$ cat config.mk
export PLATFORM = sky130hd
export DESIGN_NAME = pop_sequencer_flat
export DESIGN_NICKNAME = d
export VERILOG_FILES = /design/src/rtl/pop_sequencer_pkg.sv /design/src/rtl/pop_sequencer_if.sv /design/src/rtl/pop_sequencer_phase_counter.sv /design/src/rtl/pop_sequencer.sv /design/src/flat_wrapper.sv
export SDC_FILE = /design/constraint.sdc
export NUM_CORES = 1
export LEC_CHECK = 0
export CORE_ASPECT_RATIO = 1.75
export CORE_MARGIN = 5
export CORE_UTILIZATION = 45
export DETAILED_ROUTE_END_ITERATION = 8
export PLACE_DENSITY = 0.71
export SLEW_MARGIN = 15
export SYNTH_ARGS = -nofsm -noshare
export SYNTH_HDL_FRONTEND = slang
export SYNTH_SLANG_ARGS = --single-unit
$ cat constraint.sdc
create_clock -name clk_2M5 -period 5.2 [get_ports clk_2M5]
set_input_delay 1.3 -clock clk_2M5 [delete_from_list [all_inputs] [get_ports clk_2M5]]
set_output_delay 1.3 -clock clk_2M5 [all_outputs]
set_load 0.02 [all_outputs]
$ cat src/rtl/pop_sequencer_pkg.sv
// Shared types and constants for the POP cycle sequencer.
// One tick of clk_2M5 is TICK_NS nanoseconds.
package pop_timing_pkg;

  localparam int DUR_W_DEFAULT = 16;
  localparam int CNT_W_DEFAULT = 32;
  localparam int TICK_NS       = 400;

  typedef enum logic [3:0] {
    ST_IDLE   = 4'd0,
    ST_PUMP   = 4'd1,
    ST_DEAD1  = 4'd2,
    ST_MW1    = 4'd3,
    ST_RAMSEY = 4'd4,
    ST_MW2    = 4'd5,
    ST_DEAD2  = 4'd6,
    ST_PROBE  = 4'd7,
    ST_END    = 4'd8
  } state_e;

endpackage

$ cat src/rtl/pop_sequencer_if.sv
// Control, duration and gate bundle between host logic and the sequencer.
// master drives control/durations; slave is the sequencer side.
interface pop_sequencer_if
  import pop_timing_pkg::*;
#(
  parameter int DUR_W = DUR_W_DEFAULT,
  parameter int CNT_W = CNT_W_DEFAULT
);

  logic             run;
  logic             single;
  logic             abort;
  logic [DUR_W-1:0] dur_pump;
  logic [DUR_W-1:0] dur_dead;
  logic [DUR_W-1:0] dur_mw;
  logic [DUR_W-1:0] dur_ramsey;
  logic [DUR_W-1:0] dur_probe;
  logic             pump_out;
  logic             mw_out;
  logic             probe_out;
  logic             busy;
  logic             cycle_done;
  logic [CNT_W-1:0] cycle_count;

  modport master (
    output run, single, abort,
    output dur_pump, dur_dead, dur_mw,
    output dur_ramsey, dur_probe,
    input  pump_out, mw_out, probe_out,
    input  busy, cycle_done, cycle_count
  );

  modport slave (
    input  run, single, abort,
    input  dur_pump, dur_dead, dur_mw,
    input  dur_ramsey, dur_probe,
    output pump_out, mw_out, probe_out,
    output busy, cycle_done, cycle_count
  );

endinterface

$ cat src/rtl/pop_sequencer_phase_counter.sv
// Loadable down-counter timing one sequencer phase.
// Holds at zero; o_zero marks the last tick of the phase.
module phase_counter #(
  parameter int DUR_W = 16
) (
  input  logic             clk,
  input  logic             rst,
  input  logic             i_load,
  input  logic [DUR_W-1:0] i_load_val,
  output logic             o_zero
);

  logic [DUR_W-1:0] r_cnt;

  always_ff @(posedge clk) begin
    if (rst) begin
      r_cnt <= '0;
    end else if (i_load) begin
      r_cnt <= i_load_val;
    end else if (r_cnt != '0) begin
      r_cnt <= r_cnt - DUR_W'(1);
    end
  end

  assign o_zero = (r_cnt == '0);

endmodule

$ cat src/rtl/pop_sequencer.sv
// POP cycle sequencer: pump, dead, mw, ramsey, mw, dead, probe, END.
// Define POP_SEQ_CYCLE_COUNT_EN to build the saturating cycle counter.
module pop_sequencer
  import pop_timing_pkg::*;
#(
  parameter int DUR_W = DUR_W_DEFAULT,
  parameter int CNT_W = CNT_W_DEFAULT
) (
  input  logic         clk_2M5,
  input  logic         reset,
  pop_sequencer_if.slave bus
);

  state_e           r_state;
  state_e           w_next;
  logic [DUR_W-1:0] r_dur_pump;
  logic [DUR_W-1:0] r_dur_dead;
  logic [DUR_W-1:0] r_dur_mw;
  logic [DUR_W-1:0] r_dur_ramsey;
  logic [DUR_W-1:0] r_dur_probe;
  logic             r_single;
  logic             r_pump_out;
  logic             r_mw_out;
  logic             r_probe_out;
  logic             r_busy;
  logic             r_done;
  logic             w_latch;
  logic             w_load;
  logic             w_zero;
  logic             w_is_phase;
  logic [DUR_W-1:0] w_dur;
  logic [DUR_W-1:0] w_load_val;
  logic [7:1]       w_nz_in;
  logic [7:1]       w_nz_sh;

  // bit index equals the phase's state encoding
  assign w_nz_in = {
    bus.dur_probe != '0, bus.dur_dead != '0,
    bus.dur_mw != '0,    bus.dur_ramsey != '0,
    bus.dur_mw != '0,    bus.dur_dead != '0,
    bus.dur_pump != '0
  };

  assign w_nz_sh = {
    r_dur_probe != '0, r_dur_dead != '0,
    r_dur_mw != '0,    r_dur_ramsey != '0,
    r_dur_mw != '0,    r_dur_dead != '0,
    r_dur_pump != '0
  };

  function automatic state_e first_phase(
    input int         from,
    input logic [7:1] nz
  );
    state_e s;
    s = ST_END;
    for (int i = 7; i >= 1; i--) begin
      if (i >= from && nz[i]) s = state_e'(i[3:0]);
    end
    return s;
  endfunction

  function automatic logic [DUR_W-1:0] dur_sel(
    input state_e           s,
    input logic [DUR_W-1:0] p,
    input logic [DUR_W-1:0] d,
    input logic [DUR_W-1:0] m,
    input logic [DUR_W-1:0] r,
    input logic [DUR_W-1:0] q
  );
    logic [DUR_W-1:0] v;
    v = '0;
    unique case (s)
      ST_PUMP:           v = p;
      ST_DEAD1, ST_DEAD2: v = d;
      ST_MW1, ST_MW2:     v = m;
      ST_RAMSEY:         v = r;
      ST_PROBE:          v = q;
      default:           v = '0;
    endcase
    return v;
  endfunction

  always_ff @(posedge clk_2M5) begin
    if (reset) r_state <= ST_IDLE;
    else       r_state <= w_next;
  end

  always_comb begin
    w_next  = r_state;
    w_latch = 1'b0;
    unique case (r_state)
      ST_IDLE: begin
        if (bus.run && !bus.abort) begin
          w_latch = 1'b1;
          w_next  = first_phase(1, w_nz_in);
        end
      end
      ST_END: begin
        if (bus.abort) begin
          w_next = ST_IDLE;
        end else if (bus.run && !r_single) begin
          w_latch = 1'b1;
          w_next  = first_phase(1, w_nz_in);
        end else begin
          w_next = ST_IDLE;
        end
      end
      default: begin
        if (bus.abort) begin
          w_next = ST_IDLE;
        end else if (w_zero) begin
          w_next = first_phase(int'(r_state) + 1, w_nz_sh);
        end
      end
    endcase
  end

  // the entering phase's duration comes straight from the inputs at cycle start
  assign w_dur = w_latch
    ? dur_sel(w_next, bus.dur_pump, bus.dur_dead, bus.dur_mw,
              bus.dur_ramsey, bus.dur_probe)
    : dur_sel(w_next, r_dur_pump, r_dur_dead, r_dur_mw,
              r_dur_ramsey, r_dur_probe);

  assign w_is_phase = (w_next != ST_IDLE) && (w_next != ST_END);
  assign w_load     = w_is_phase && (w_latch || w_zero);
  assign w_load_val = w_dur - DUR_W'(1);

  phase_counter #(.DUR_W(DUR_W)) u_phase_counter (
    .clk        (clk_2M5),
    .rst        (reset),
    .i_load     (w_load),
    .i_load_val (w_load_val),
    .o_zero     (w_zero)
  );

  always_ff @(posedge clk_2M5) begin
    if (reset) begin
      r_dur_pump   <= '0;
      r_dur_dead   <= '0;
      r_dur_mw     <= '0;
      r_dur_ramsey <= '0;
      r_dur_probe  <= '0;
      r_single     <= 1'b0;
    end else if (w_latch) begin
      r_dur_pump   <= bus.dur_pump;
      r_dur_dead   <= bus.dur_dead;
      r_dur_mw     <= bus.dur_mw;
      r_dur_ramsey <= bus.dur_ramsey;
      r_dur_probe  <= bus.dur_probe;
      r_single     <= bus.single;
    end
  end

  // outputs register the decode of the next state, so they track r_state
  always_ff @(posedge clk_2M5) begin
    if (reset) begin
      r_pump_out  <= 1'b0;
      r_mw_out    <= 1'b0;
      r_probe_out <= 1'b0;
      r_busy      <= 1'b0;
      r_done      <= 1'b0;
    end else begin
      r_pump_out  <= (w_next == ST_PUMP);
      r_mw_out    <= (w_next == ST_MW1) || (w_next == ST_MW2);
      r_probe_out <= (w_next == ST_PROBE);
      r_busy      <= (w_next != ST_IDLE);
      r_done      <= (w_next == ST_END);
    end
  end

  assign bus.pump_out   = r_pump_out;
  assign bus.mw_out     = r_mw_out;
  assign bus.probe_out  = r_probe_out;
  assign bus.busy       = r_busy;
  assign bus.cycle_done = r_done;

`ifdef POP_SEQ_CYCLE_COUNT_EN
  logic [CNT_W-1:0] r_cycle_count;

  always_ff @(posedge clk_2M5) begin
    if (reset) begin
      r_cycle_count <= '0;
    end else if (w_next == ST_END && r_cycle_count != '1) begin
      r_cycle_count <= r_cycle_count + CNT_W'(1);
    end
  end

  assign bus.cycle_count = r_cycle_count;
`else
  assign bus.cycle_count = {CNT_W{1'b0}};
`endif

endmodule

$ cat src/flat_wrapper.sv
// flat-port wrapper written by rule: the top's interface ports become plain ports
module pop_sequencer_flat import pop_timing_pkg::*;
#(
  parameter int DUR_W = DUR_W_DEFAULT,
  parameter int CNT_W = CNT_W_DEFAULT
)
  (clk_2M5, reset, bus_run, bus_single, bus_abort, bus_dur_pump, bus_dur_dead, bus_dur_mw, bus_dur_ramsey, bus_dur_probe, bus_pump_out, bus_mw_out, bus_probe_out, bus_busy, bus_cycle_done, bus_cycle_count);
  pop_sequencer_if #(.DUR_W(DUR_W), .CNT_W(CNT_W)) bus_i ();
  input  logic clk_2M5;
  input  logic reset;
  input wire logic [$bits(bus_i.run)-1:0] bus_run;
  input wire logic [$bits(bus_i.single)-1:0] bus_single;
  input wire logic [$bits(bus_i.abort)-1:0] bus_abort;
  input wire logic [$bits(bus_i.dur_pump)-1:0] bus_dur_pump;
  input wire logic [$bits(bus_i.dur_dead)-1:0] bus_dur_dead;
  input wire logic [$bits(bus_i.dur_mw)-1:0] bus_dur_mw;
  input wire logic [$bits(bus_i.dur_ramsey)-1:0] bus_dur_ramsey;
  input wire logic [$bits(bus_i.dur_probe)-1:0] bus_dur_probe;
  output wire logic [$bits(bus_i.pump_out)-1:0] bus_pump_out;
  output wire logic [$bits(bus_i.mw_out)-1:0] bus_mw_out;
  output wire logic [$bits(bus_i.probe_out)-1:0] bus_probe_out;
  output wire logic [$bits(bus_i.busy)-1:0] bus_busy;
  output wire logic [$bits(bus_i.cycle_done)-1:0] bus_cycle_done;
  output wire logic [$bits(bus_i.cycle_count)-1:0] bus_cycle_count;
  assign bus_i.run = bus_run;
  assign bus_i.single = bus_single;
  assign bus_i.abort = bus_abort;
  assign bus_i.dur_pump = bus_dur_pump;
  assign bus_i.dur_dead = bus_dur_dead;
  assign bus_i.dur_mw = bus_dur_mw;
  assign bus_i.dur_ramsey = bus_dur_ramsey;
  assign bus_i.dur_probe = bus_dur_probe;
  assign bus_pump_out = bus_i.pump_out;
  assign bus_mw_out = bus_i.mw_out;
  assign bus_probe_out = bus_i.probe_out;
  assign bus_busy = bus_i.busy;
  assign bus_cycle_done = bus_i.cycle_done;
  assign bus_cycle_count = bus_i.cycle_count;
  pop_sequencer #(.DUR_W(DUR_W), .CNT_W(CNT_W)) u_core (.clk_2M5(clk_2M5), .reset(reset), .bus(bus_i));
endmodule
==> metrics.cfg, run 1 <==
[yosys]
netlist_area_um2=6361
synth.yosys.seq_area_share=0.3336
seq_cells_post_synth=106
yosysTopAreaCell=sky130_fd_sc_hd__dfxtp_1
avgSynthCellArea_um2=7.902
synth.cells.most_frequent=sky130_fd_sc_hd__nand2_1, sky130_fd_sc_hd__dfxtp_1, sky130_fd_sc_hd__a21oi_1, sky130_fd_sc_hd__nor2_1, sky130_fd_sc_hd__nor4_1
synthesis.instances=805
synth_largest_type_area_fraction=0.3336
synth_edf_count=0
synth_async_sr_flop_share=0
dominantRegCellSynth=sky130_fd_sc_hd__dfxtp_1
synth.lib_cells_used.distinct=84
yosys-top-cells-area=sky130_fd_sc_hd__dfxtp_1, sky130_fd_sc_hd__nand2_1, sky130_fd_sc_hd__a21oi_1
synth-warning-count=0
synth_most_common_cell=sky130_fd_sc_hd__nand2_1

[finish]
area.sequential_um2=2122
layout.filler_cells=1251
area_delta_synth_final_pct=45.79
stdcell_count=1226
finish.net_count=1136
finish.instance_area_um2=9274
multi_input_gate_area_um2=4229
share_of_layout_cells_above_drive_strength_1=0.2698
antennaDiodeCount=0

[global_routing]
vias_in_the_first_global_route=7593
grt_max_degree=75
grt_first_pass_wirelength_um=42390
grt.total_usage=0.3347
grt_overflow_total=0
antenna_found_initial=0

[run]
max_cap_viols=0

[worst_hold_path]
worst_hold_path_type=register to register
worst_hold_path.num_cells=2
sink_of_the_worst_hold_path=u_core.r_dur_probe[12]
worst_hold_startpoint=u_core.r_dur_probe[12]

[power_and_ir_drop]
cellLeakagePower_nw=3.651
pwr_density_cell_nw_per_um2=361.2
sw_frac_of_total=0.4085
pwr-share-seq=0.292
net-switching-power_mw=1.369
peak_supply_drop_uv=460.5
p_int_mw=1.982
power.share.combinational=0.504
share_clk_of_total_power=0.204

[setup_path]
timing.critical_path.arrival_ps=5390
r2r-end=u_core.u_phase_counter.r_cnt[9]
worstReg2RegStart=u_core.u_phase_counter.r_cnt[4]
critPathKind=input port to register
setup_slack_reg_to_reg_ps=630
startpoint_type=input port
cp_required_ps=5450
ff2ff_path_depth=16
timing.critical_path.fanout_max=7
worst_setup_path_end_kind=register

[clock_tree]
cts-buffers-inserted=9
cts_htree_levels=3
clock-sinks=106
tritoncts=done
clockRootBuffer=sky130_fd_sc_hd__clkbuf_16
worst_skew_pair.late_latency_ps=360
clock_transition_at_the_registers_of_the_reported_paths_ps=80
clock_path_buffers=2

[routing]
avgViaCountPerCell=6.175
final_antenna_net_count=0
drc_errors=0
drt-pass1-iter-count=7
vias=7570
drt-total-wl_um=29010
drt_iter0_drc=631
wl_per_cell_um=23.66

[floorplan]
placeableCoreArea_um2=13910
die-width_um=99.88
ios=122
placement_rows=57
floorplan.initialDensity=0.4574
design.die.area_um2=16710
dieHeight_um=167.3

[sta]
timing.final.hold_violations=0
max-slew-margin-rel=0.4510
finalSetupTns_ps=0
finalCriticalPeriod_ps=5142
worstMarginPinSlew_ps=823.5
skew_ps=8.466
max_freq_ghz=0.1945
slew_viol_final=0
final.period_utilization=0.9888
whs_ps=480.3
setup-violations-final=0

[placement]
hpwlAfterDp_um=22630
place.port_buffers=89
place_area_um2=8539
placed_cells_incl_taps=1196
gp_congestion=1.070

[run_status]
outcome=finished clean

==> cell families after synthesis <==
kind of cell,share of synthesized area
DFF,0.3336
muxes,0.03147
adders and majority gates,0.01180
AOI/OAI and AO/OA,0.2498
and+or+nand+nor,0.2828
other,0.0005895
buffers and inverters,0.07474
xor gates and xnor gates,0.01515
==> worst max-delay path by stage <==
stage,start,endpoint,slack [ps]
after CTS,bus_dur_pump[10],u_core.u_phase_counter.r_cnt[14],4
after floorplan,bus_dur_pump[10],u_core.u_phase_counter.r_cnt[10],540
after global placement,bus_dur_mw[4],u_core.u_phase_counter.r_cnt[14],-420
after detailed placement,bus_dur_pump[10],u_core.u_phase_counter.r_cnt[14],-440
final,bus_dur_probe[3],u_core.u_phase_counter.r_cnt[11],60
after global routing,bus_dur_probe[3],u_core.u_phase_counter.r_cnt[11],-70
==> routing by layer <==
metal  up-vias  share of wire  wire [um]  global-route usage
met5         -              0          0                   0
met4         0           0.12       3389              0.3341
met3       180          0.070       2032             0.05870
met2       439           0.49      14310              0.5694
met1      3554           0.32       9269              0.3258
li1       3397              -          -                   -
==> flip-flops by register name, summed over array words and instances, names as in the netlist <==
| name | cells |
|---|---|
| u_core.bus.busy | 1 |
| u_core.r_dur_mw | 16 |
| u_core.bus.mw_out | 1 |
| u_core.bus.cycle_done | 1 |
| u_core.r_dur_ramsey | 16 |
| u_core.r_state | 4 |
| u_core.r_dur_pump | 16 |
| u_core.r_single | 1 |
| u_core.r_dur_dead | 16 |
| u_core.bus.pump_out | 1 |
| u_core.u_phase_counter.r_cnt | 16 |
| u_core.bus.probe_out | 1 |
| u_core.r_dur_probe | 16 |
==> stage by stage <==
step,utilization,power (mW),worst slack (ps)
global route,0.6668,3.502,-67.44
finish,0.6668,3.350,58.36
CTS,0.6372,3.133,3.524
global placement,0.6140,2.432,-423.8
floorplan,-,1.818,538.0
detailed placement,0.6140,2.439,-435.2
==> power groups by stage <==
stage               combinational [mW]  sequential [mW]  clock (mW)
global route                      1.80            0.983       0.721
global placement                  1.44            0.989           0
finish                            1.69            0.978       0.684
detailed placement                1.45            0.990           0
floorplan                        0.856            0.962           0
CTS                               1.47            0.971       0.688
==> timing repair <==
item	in CTS	in global routing
pin swaps	0	21
hold endpoints to repair	0	0
buffers inserted	0	14
cloned	0	1
endpoints found under the setup margin	10	14
gates resized for setup	6	52
hold buffers	0	0
==> worst max-delay path: stages <==
cell and delay, ps:
sky130_fd_sc_hd__clkdlybuf4s50_1 530, sky130_fd_sc_hd__nor4_2 370, sky130_fd_sc_hd__nand4_1 240, sky130_fd_sc_hd__buf_6 200, sky130_fd_sc_hd__a2111oi_4 300, sky130_fd_sc_hd__nor2_2 80, sky130_fd_sc_hd__a221o_1 330, sky130_fd_sc_hd__buf_4 180
sky130_fd_sc_hd__and3_2 220, sky130_fd_sc_hd__buf_4 180, sky130_fd_sc_hd__a221oi_2 300, sky130_fd_sc_hd__a2bb2oi_2 160, sky130_fd_sc_hd__o22ai_4 240, sky130_fd_sc_hd__o211ai_4 210, sky130_fd_sc_hd__nor4_4 320, sky130_fd_sc_hd__xor2_1 170
sky130_fd_sc_hd__nor2_1 50
==> cell type report <==
type,instances,area share
well taps,177,0.02388
clock inverters,5,0.004992
multi-input cells,645,0.4560
flip-flops and latches,106,0.2288
inverters,5,0.002024
clock buffers,10,0.02577
repair buffers,278,0.2585
==> placed cells by master, fill, tap and decap left out, types with 19 or more instances in the layout <==
cell / n
sky130_fd_sc_hd__clkdlybuf4s50_1: 87
sky130_fd_sc_hd__conb_1: 32
sky130_fd_sc_hd__nor2_1: 49
sky130_fd_sc_hd__buf_4: 179
sky130_fd_sc_hd__a21oi_1: 88
sky130_fd_sc_hd__dfxtp_1: 106
sky130_fd_sc_hd__mux2i_1: 20
sky130_fd_sc_hd__nand2_1: 154
sky130_fd_sc_hd__nand3_1: 33
sky130_fd_sc_hd__nor4_1: 32
sky130_fd_sc_hd__and3_1: 19
No activity file was read; power rests on OpenSTA's default activity.
==> run 2, diff against run 1 <==
--- a/config.mk
+++ b/config.mk
@@ -9,8 +9,8 @@
 export CORE_MARGIN = 5
 export CORE_UTILIZATION = 45
 export DETAILED_ROUTE_END_ITERATION = 8
-export PLACE_DENSITY = 0.71
-export SLEW_MARGIN = 15
+export DONT_BUFFER_PORTS = 1
+export RECOVER_POWER = 25
 export SYNTH_ARGS = -nofsm -noshare
 export SYNTH_HDL_FRONTEND = slang
 export SYNTH_SLANG_ARGS = --single-unit
==> metrics.cfg, run 2 (synthesis gave the netlist of run 1 again) <==
[run_status]
outcome=finished clean

[global_routing]
vias_in_the_first_global_route=6515
grt_max_degree=92
antenna_found_initial=0
grt.total_usage=0.3270
grt_first_pass_wirelength_um=40610
grt_overflow_total=0

[power_and_ir_drop]
cellLeakagePower_nw=2.502
pwr_density_cell_nw_per_um2=432.2
peak_supply_drop_uv=302.7

[finish]
layout.filler_cells=1418
finish.instance_area_um2=6905
final_common_cell=sky130_fd_sc_hd__nand2_1
finish.net_count=899
share_of_layout_cells_above_drive_strength_1=0.1205
antennaDiodeCount=0
mostFrequentLayoutCells=sky130_fd_sc_hd__nand2_1, sky130_fd_sc_hd__dfxtp_1, sky130_fd_sc_hd__a21oi_1
area_delta_synth_final_pct=8.556

[floorplan]
placeableCoreArea_um2=13910
design.die.area_um2=16710
dieHeight_um=167.3
die-width_um=99.88
floorplan.initialDensity=0.4574
ios=122
placement_rows=57

[clock_tree]
tritoncts=done
postCtsSetupRepairBufs=0
clock_path_buffers=2
clock_transition_at_the_registers_of_the_reported_paths_ps=90
worst_skew_pair.late_latency_ps=350
cts-buffers-inserted=9
clock-sinks=106
cts_hold_buffers=0
clockRootBuffer=sky130_fd_sc_hd__clkbuf_16
cts_htree_levels=3

[setup_path]
critPathKind=input port to register
crit_path_frequent_cell=sky130_fd_sc_hd__nor4_1
timing.critical_path.arrival_ps=5280
startpoint_type=input port
timing.critical_path.fanout_max=12
worst_path_dominant_cell_family=simple AND/OR/NAND/NOR gates
crit_path_end=u_core.u_phase_counter.r_cnt[10]
worst_path_max_delay_cell=sky130_fd_sc_hd__or4_1
worstReg2RegStart=u_core.u_phase_counter.r_cnt[3]
worst_setup_path_end_kind=register
critPathLaunch=bus_dur_pump[10]
setup_slack_reg_to_reg_ps=330
cp.depth=14
ff2ff_path_depth=16
r2r-end=u_core.u_phase_counter.r_cnt[10]
worst_path_largest_cell_delay_ps=630
cp_required_ps=5480
crit_path_cell_trace=nor4_1, nand4_1, or4_1, o21ai_1, a21oi_4, xnor2_1, buf_4, nor3b_1, nor4_1, nor3_1, nand3b_4, nor3_2, a21o_1, a21oi_1
cp.buffers_inverters=1

[sta]
setup-violations-final=0
grt_setup_unrepaired=false
slew_viol_final=0
max_freq_ghz=0.2001
final.period_utilization=0.9611
finalCriticalPeriod_ps=4997
skew_ps=7.898
timing.final.hold_violations=0
finalSetupTns_ps=0
max-slew-margin-rel=0.3857
worstMarginPinSlew_ps=913.1

[routing]
avgViaCountPerCell=6.657
drt-total-wl_um=27810
vias=6590
drt_iter0_drc=676
final_antenna_net_count=0
drc_errors=0
wl_per_cell_um=28.09
drt-pass1-iter-count=6

[placement]
gp_congestion=1.081
place.port_buffers=0
hpwlAfterDp_um=21830
place_area_um2=6580

[run]
max_cap_viols=0

[worst_hold_path]
worst_hold_path_type=register to register

## run 2: cell count changes in the layout (fill, tap and decap cells not counted), moves of 3 or more
cell / change
sky130_fd_sc_hd__buf_6: -4
sky130_fd_sc_hd__nor4_4: -5
sky130_fd_sc_hd__nor4_1: +10
sky130_fd_sc_hd__buf_12: -6
sky130_fd_sc_hd__buf_4: -137
sky130_fd_sc_hd__a221oi_2: -3
sky130_fd_sc_hd__o21ai_2: -3
sky130_fd_sc_hd__nor3_4: -3
sky130_fd_sc_hd__clkdlybuf4s50_1: -87
sky130_fd_sc_hd__a221oi_1: +3
sky130_fd_sc_hd__nor4_2: -5
sky130_fd_sc_hd__o21ai_1: +4
## run 2: where the power goes
group          total (mW)  internal, mW  switching (mW)  leakage, nW
Sequential          0.980         0.899          0.0810        0.866
Clock               0.753         0.389           0.364        0.157
Combinational        1.25         0.464           0.788         1.48
## run 2: worst min-delay path, stage by stage, from the launching register on
cell and delay, ps:
sky130_fd_sc_hd__dfxtp_1 330, sky130_fd_sc_hd__nand2_1 60, sky130_fd_sc_hd__a21oi_1 50
## run 2: repair_timing
action                     in CTS  in global routing
resized for setup               0                  1
setup endpoints to repair       0                  1
hold endpoints to repair        0                  0
## run 2: layer usage
layer,global-route usage,wire [um]
met1,0.3218,8751
met2,0.5641,14110
met3,0.07036,2116
met4,0.2842,2825
met5,0,0
## run 2: per-stage QoR
stage	setup WS (ps)	hold WS, ps	utilization	total power, mW	std cells
3_5_place_dp	23.49	457.1	0.4731	2.211	974
5_1_grt	24.12	484.0	0.4965	3.104	990
4_1_cts	358.7	470.1	0.4962	2.964	990
2_1_floorplan	538.0	439.3	-	1.818	836
6_report	202.5	473.2	0.4965	2.985	990
3_3_place_gp	-43.27	449.3	0.4731	2.204	974
## run 2: worst min-delay path by stage
stage / startpoint / cells past startpoint / slack (ps) / endpoint
after global routing: u_core.r_dur_ramsey[2] / 2 / 480 / u_core.r_dur_ramsey[2]
after detailed placement: u_core.r_dur_ramsey[12] / 2 / 460 / u_core.r_dur_ramsey[12]
after floorplan: u_core.r_dur_ramsey[7] / 2 / 440 / u_core.r_dur_ramsey[7]
after CTS: u_core.r_dur_ramsey[2] / 2 / 470 / u_core.r_dur_ramsey[2]
after global placement: u_core.r_dur_ramsey[12] / 2 / 450 / u_core.r_dur_ramsey[12]
final: u_core.r_dur_probe[0] / 2 / 470 / u_core.r_dur_probe[0]
## run 2: area by class of cell
cell class                      count  area [um^2]  area share
Timing Repair Buffer               42        315.3     0.04566
Clock inverter                      7        95.09     0.01377
Clock buffer                        9        225.2     0.03261
Multi-Input combinational cell    644         3908      0.5659
Inverter                            5        18.77    0.002718
Tap cell                          177        221.5     0.03207
Sequential cell                   106         2122      0.3073
==> run 3, diff against run 2 <==
==> constraint.sdc (replaced) <==
create_clock -name clk_2M5 -period 4.5 [get_ports clk_2M5]
set_input_delay 1.125 -clock clk_2M5 [delete_from_list [all_inputs] [get_ports clk_2M5]]
set_output_delay 1.125 -clock clk_2M5 [all_outputs]
set_load 0.02 [all_outputs]
==> metrics.cfg, run 3 (synthesis gave the netlist of run 1 again) <==
[setup_path]
worst_path_dominant_cell_family=compound AO/OA/AOI/OAI gates
worst_setup_path_end_kind=register
cp.buffers_inverters=5
worst_path_largest_cell_delay_ps=350
startpoint_type=input port
timing.critical_path.fanout_max=10
cp_required_ps=4790
timing.critical_path.arrival_ps=4720
worst_path_max_delay_cell=sky130_fd_sc_hd__a2111oi_2
crit_path_frequent_cell=sky130_fd_sc_hd__buf_4
critPathKind=input port to register
crit_path_cell_trace=nor4_1, buf_4, nand4_1, buf_6, a2111oi_2, nor2_1, a221o_1, buf_4, nor3_4, buf_6, a21oi_1, a22oi_2, buf_4, o22ai_4, nand4_1, and2b_2, a31o_1, a21oi_1

[finish]
area_delta_synth_final_pct=21.81
stdcell_count=1060
finish.net_count=969
finish.utilization=0.5572
antennaDiodeCount=0
share_of_layout_cells_above_drive_strength_1=0.2231
layout.filler_cells=1360
final_common_cell=sky130_fd_sc_hd__nand2_1
mostFrequentLayoutCells=sky130_fd_sc_hd__nand2_1, sky130_fd_sc_hd__dfxtp_1, sky130_fd_sc_hd__buf_4
finish.instance_area_um2=7749

[sta]
worstMarginPinSlew_ps=888.9
finalSetupTns_ps=0
finalCriticalPeriod_ps=4428
skew_ps=5.970
setup-violations-final=0
max_freq_ghz=0.2259
whs_ps=470.0
worst_slack_ps=72.47
timing.final.hold_violations=0
final.period_utilization=0.9839
max-slew-margin-rel=0.4074
slew_viol_final=0

[global_routing]
vias_in_the_first_global_route=6735
grt_max_degree=92
antenna_found_initial=0
grt_overflow_total=0
grt.total_usage=0.3318
grt_first_pass_wirelength_um=41160

[floorplan]
placeableCoreArea_um2=13910
design.die.area_um2=16710
dieHeight_um=167.3
placement_rows=57
ios=122
floorplan.initialDensity=0.4574
die-width_um=99.88

[routing]
avgViaCountPerCell=6.521
drc_errors=0
wl_per_cell_um=27.04
drt-total-wl_um=28660
vias=6912
drt-pass1-iter-count=6
drt_iter0_drc=673
final_antenna_net_count=0

[power_and_ir_drop]
peak_supply_drop_uv=405.0
sw_frac_of_total=0.4102
totalPowerFinal_mw=3.807
net-switching-power_mw=1.561
pwr-share-seq=0.298
cellLeakagePower_nw=2.897
share_clk_of_total_power=0.224
power.share.combinational=0.478
p_int_mw=2.245
pwr_density_cell_nw_per_um2=491.3

[placement]
place.port_buffers=0
dpl_worst_slack_ps=-783.5
place_area_um2=7066
hpwlAfterDp_um=22090
placed_cells_incl_taps=1032
gp_congestion=1.059

[clock_tree]
cts-buffers-inserted=9
clockRootBuffer=sky130_fd_sc_hd__clkbuf_16
cts_hold_buffers=0
cts_htree_levels=3
clock_transition_at_the_registers_of_the_reported_paths_ps=80
tritoncts=done
worst_skew_pair.late_latency_ps=360
clock_path_buffers=2
clock-sinks=106

[worst_hold_path]
worst_hold_path_type=register to register

[run_status]
outcome=finished clean

[run]
max_cap_viols=0

## run 3: cell types whose count changed in the layout (fill, tap and decap cells not counted), sizes merged
| cell | previous run | this run |
|---|---|---|
| buf | 42 | 109 |
| clkbuf | 9 | 10 |
| clkdlybuf4s15 | 0 | 1 |
| nand3b | 1 | 2 |
## run 3: power by group through the flow
stage	clock, mW	combinational (mW)	sequential [mW]
after detailed placement	0	1.56	1.15
final	0.853	1.82	1.13
after floorplan	0	0.989	1.11
after CTS	0.860	1.59	1.13
after global routing	0.901	1.93	1.14
after global placement	0	1.55	1.15
## run 3: cell type report
cell class                      instances  area (um^2)  share of cell area
Timing Repair Buffer                  111        935.9              0.1208
Tap cell                              177        221.5             0.02858
Multi-Input combinational cell        645         4138              0.5340
Inverter                                5        18.77            0.002422
Clock inverter                          7        86.33             0.01114
Sequential cell                       106         2123              0.2740
Clock buffer                            9        225.2             0.02907
## run 3: path summary, 6_finish.rpt
kind	startpoint	endpoint	slack (ps)	depth (start not counted)
max	bus_dur_mw[8]	u_core.u_phase_counter.r_cnt[15]	70	18
min	u_core.r_dur_probe[15]	u_core.r_dur_probe[15]	470	2
max reg2reg	u_core.r_state[0]	u_core.u_phase_counter.r_cnt[15]	180	17
min reg2reg	u_core.r_dur_probe[15]	u_core.r_dur_probe[15]	470	2
## run 3: worst min-delay path: stages (launching register included)
cell,delay (ps)
sky130_fd_sc_hd__dfxtp_1,330
sky130_fd_sc_hd__nand2_1,60
sky130_fd_sc_hd__a21oi_1,50
## run 3: timing repair
item                       4_1_cts  5_1_grt
gates cloned                     0        3
setup endpoints to repair       14       13
pin swaps                        0       15
hold endpoints to repair         0        0
resized for setup               10       47
buffers inserted                 0        9
## run 3: layer usage
layer / track usage / share of wire / vias up
li1: - / - / 3068
met1: 0.3202 / 0.32 / 3280
met2: 0.5961 / 0.51 / 402
met3: 0.06911 / 0.070 / 162
met4: 0.2574 / 0.11 / 0
met5: 0 / 0 / -
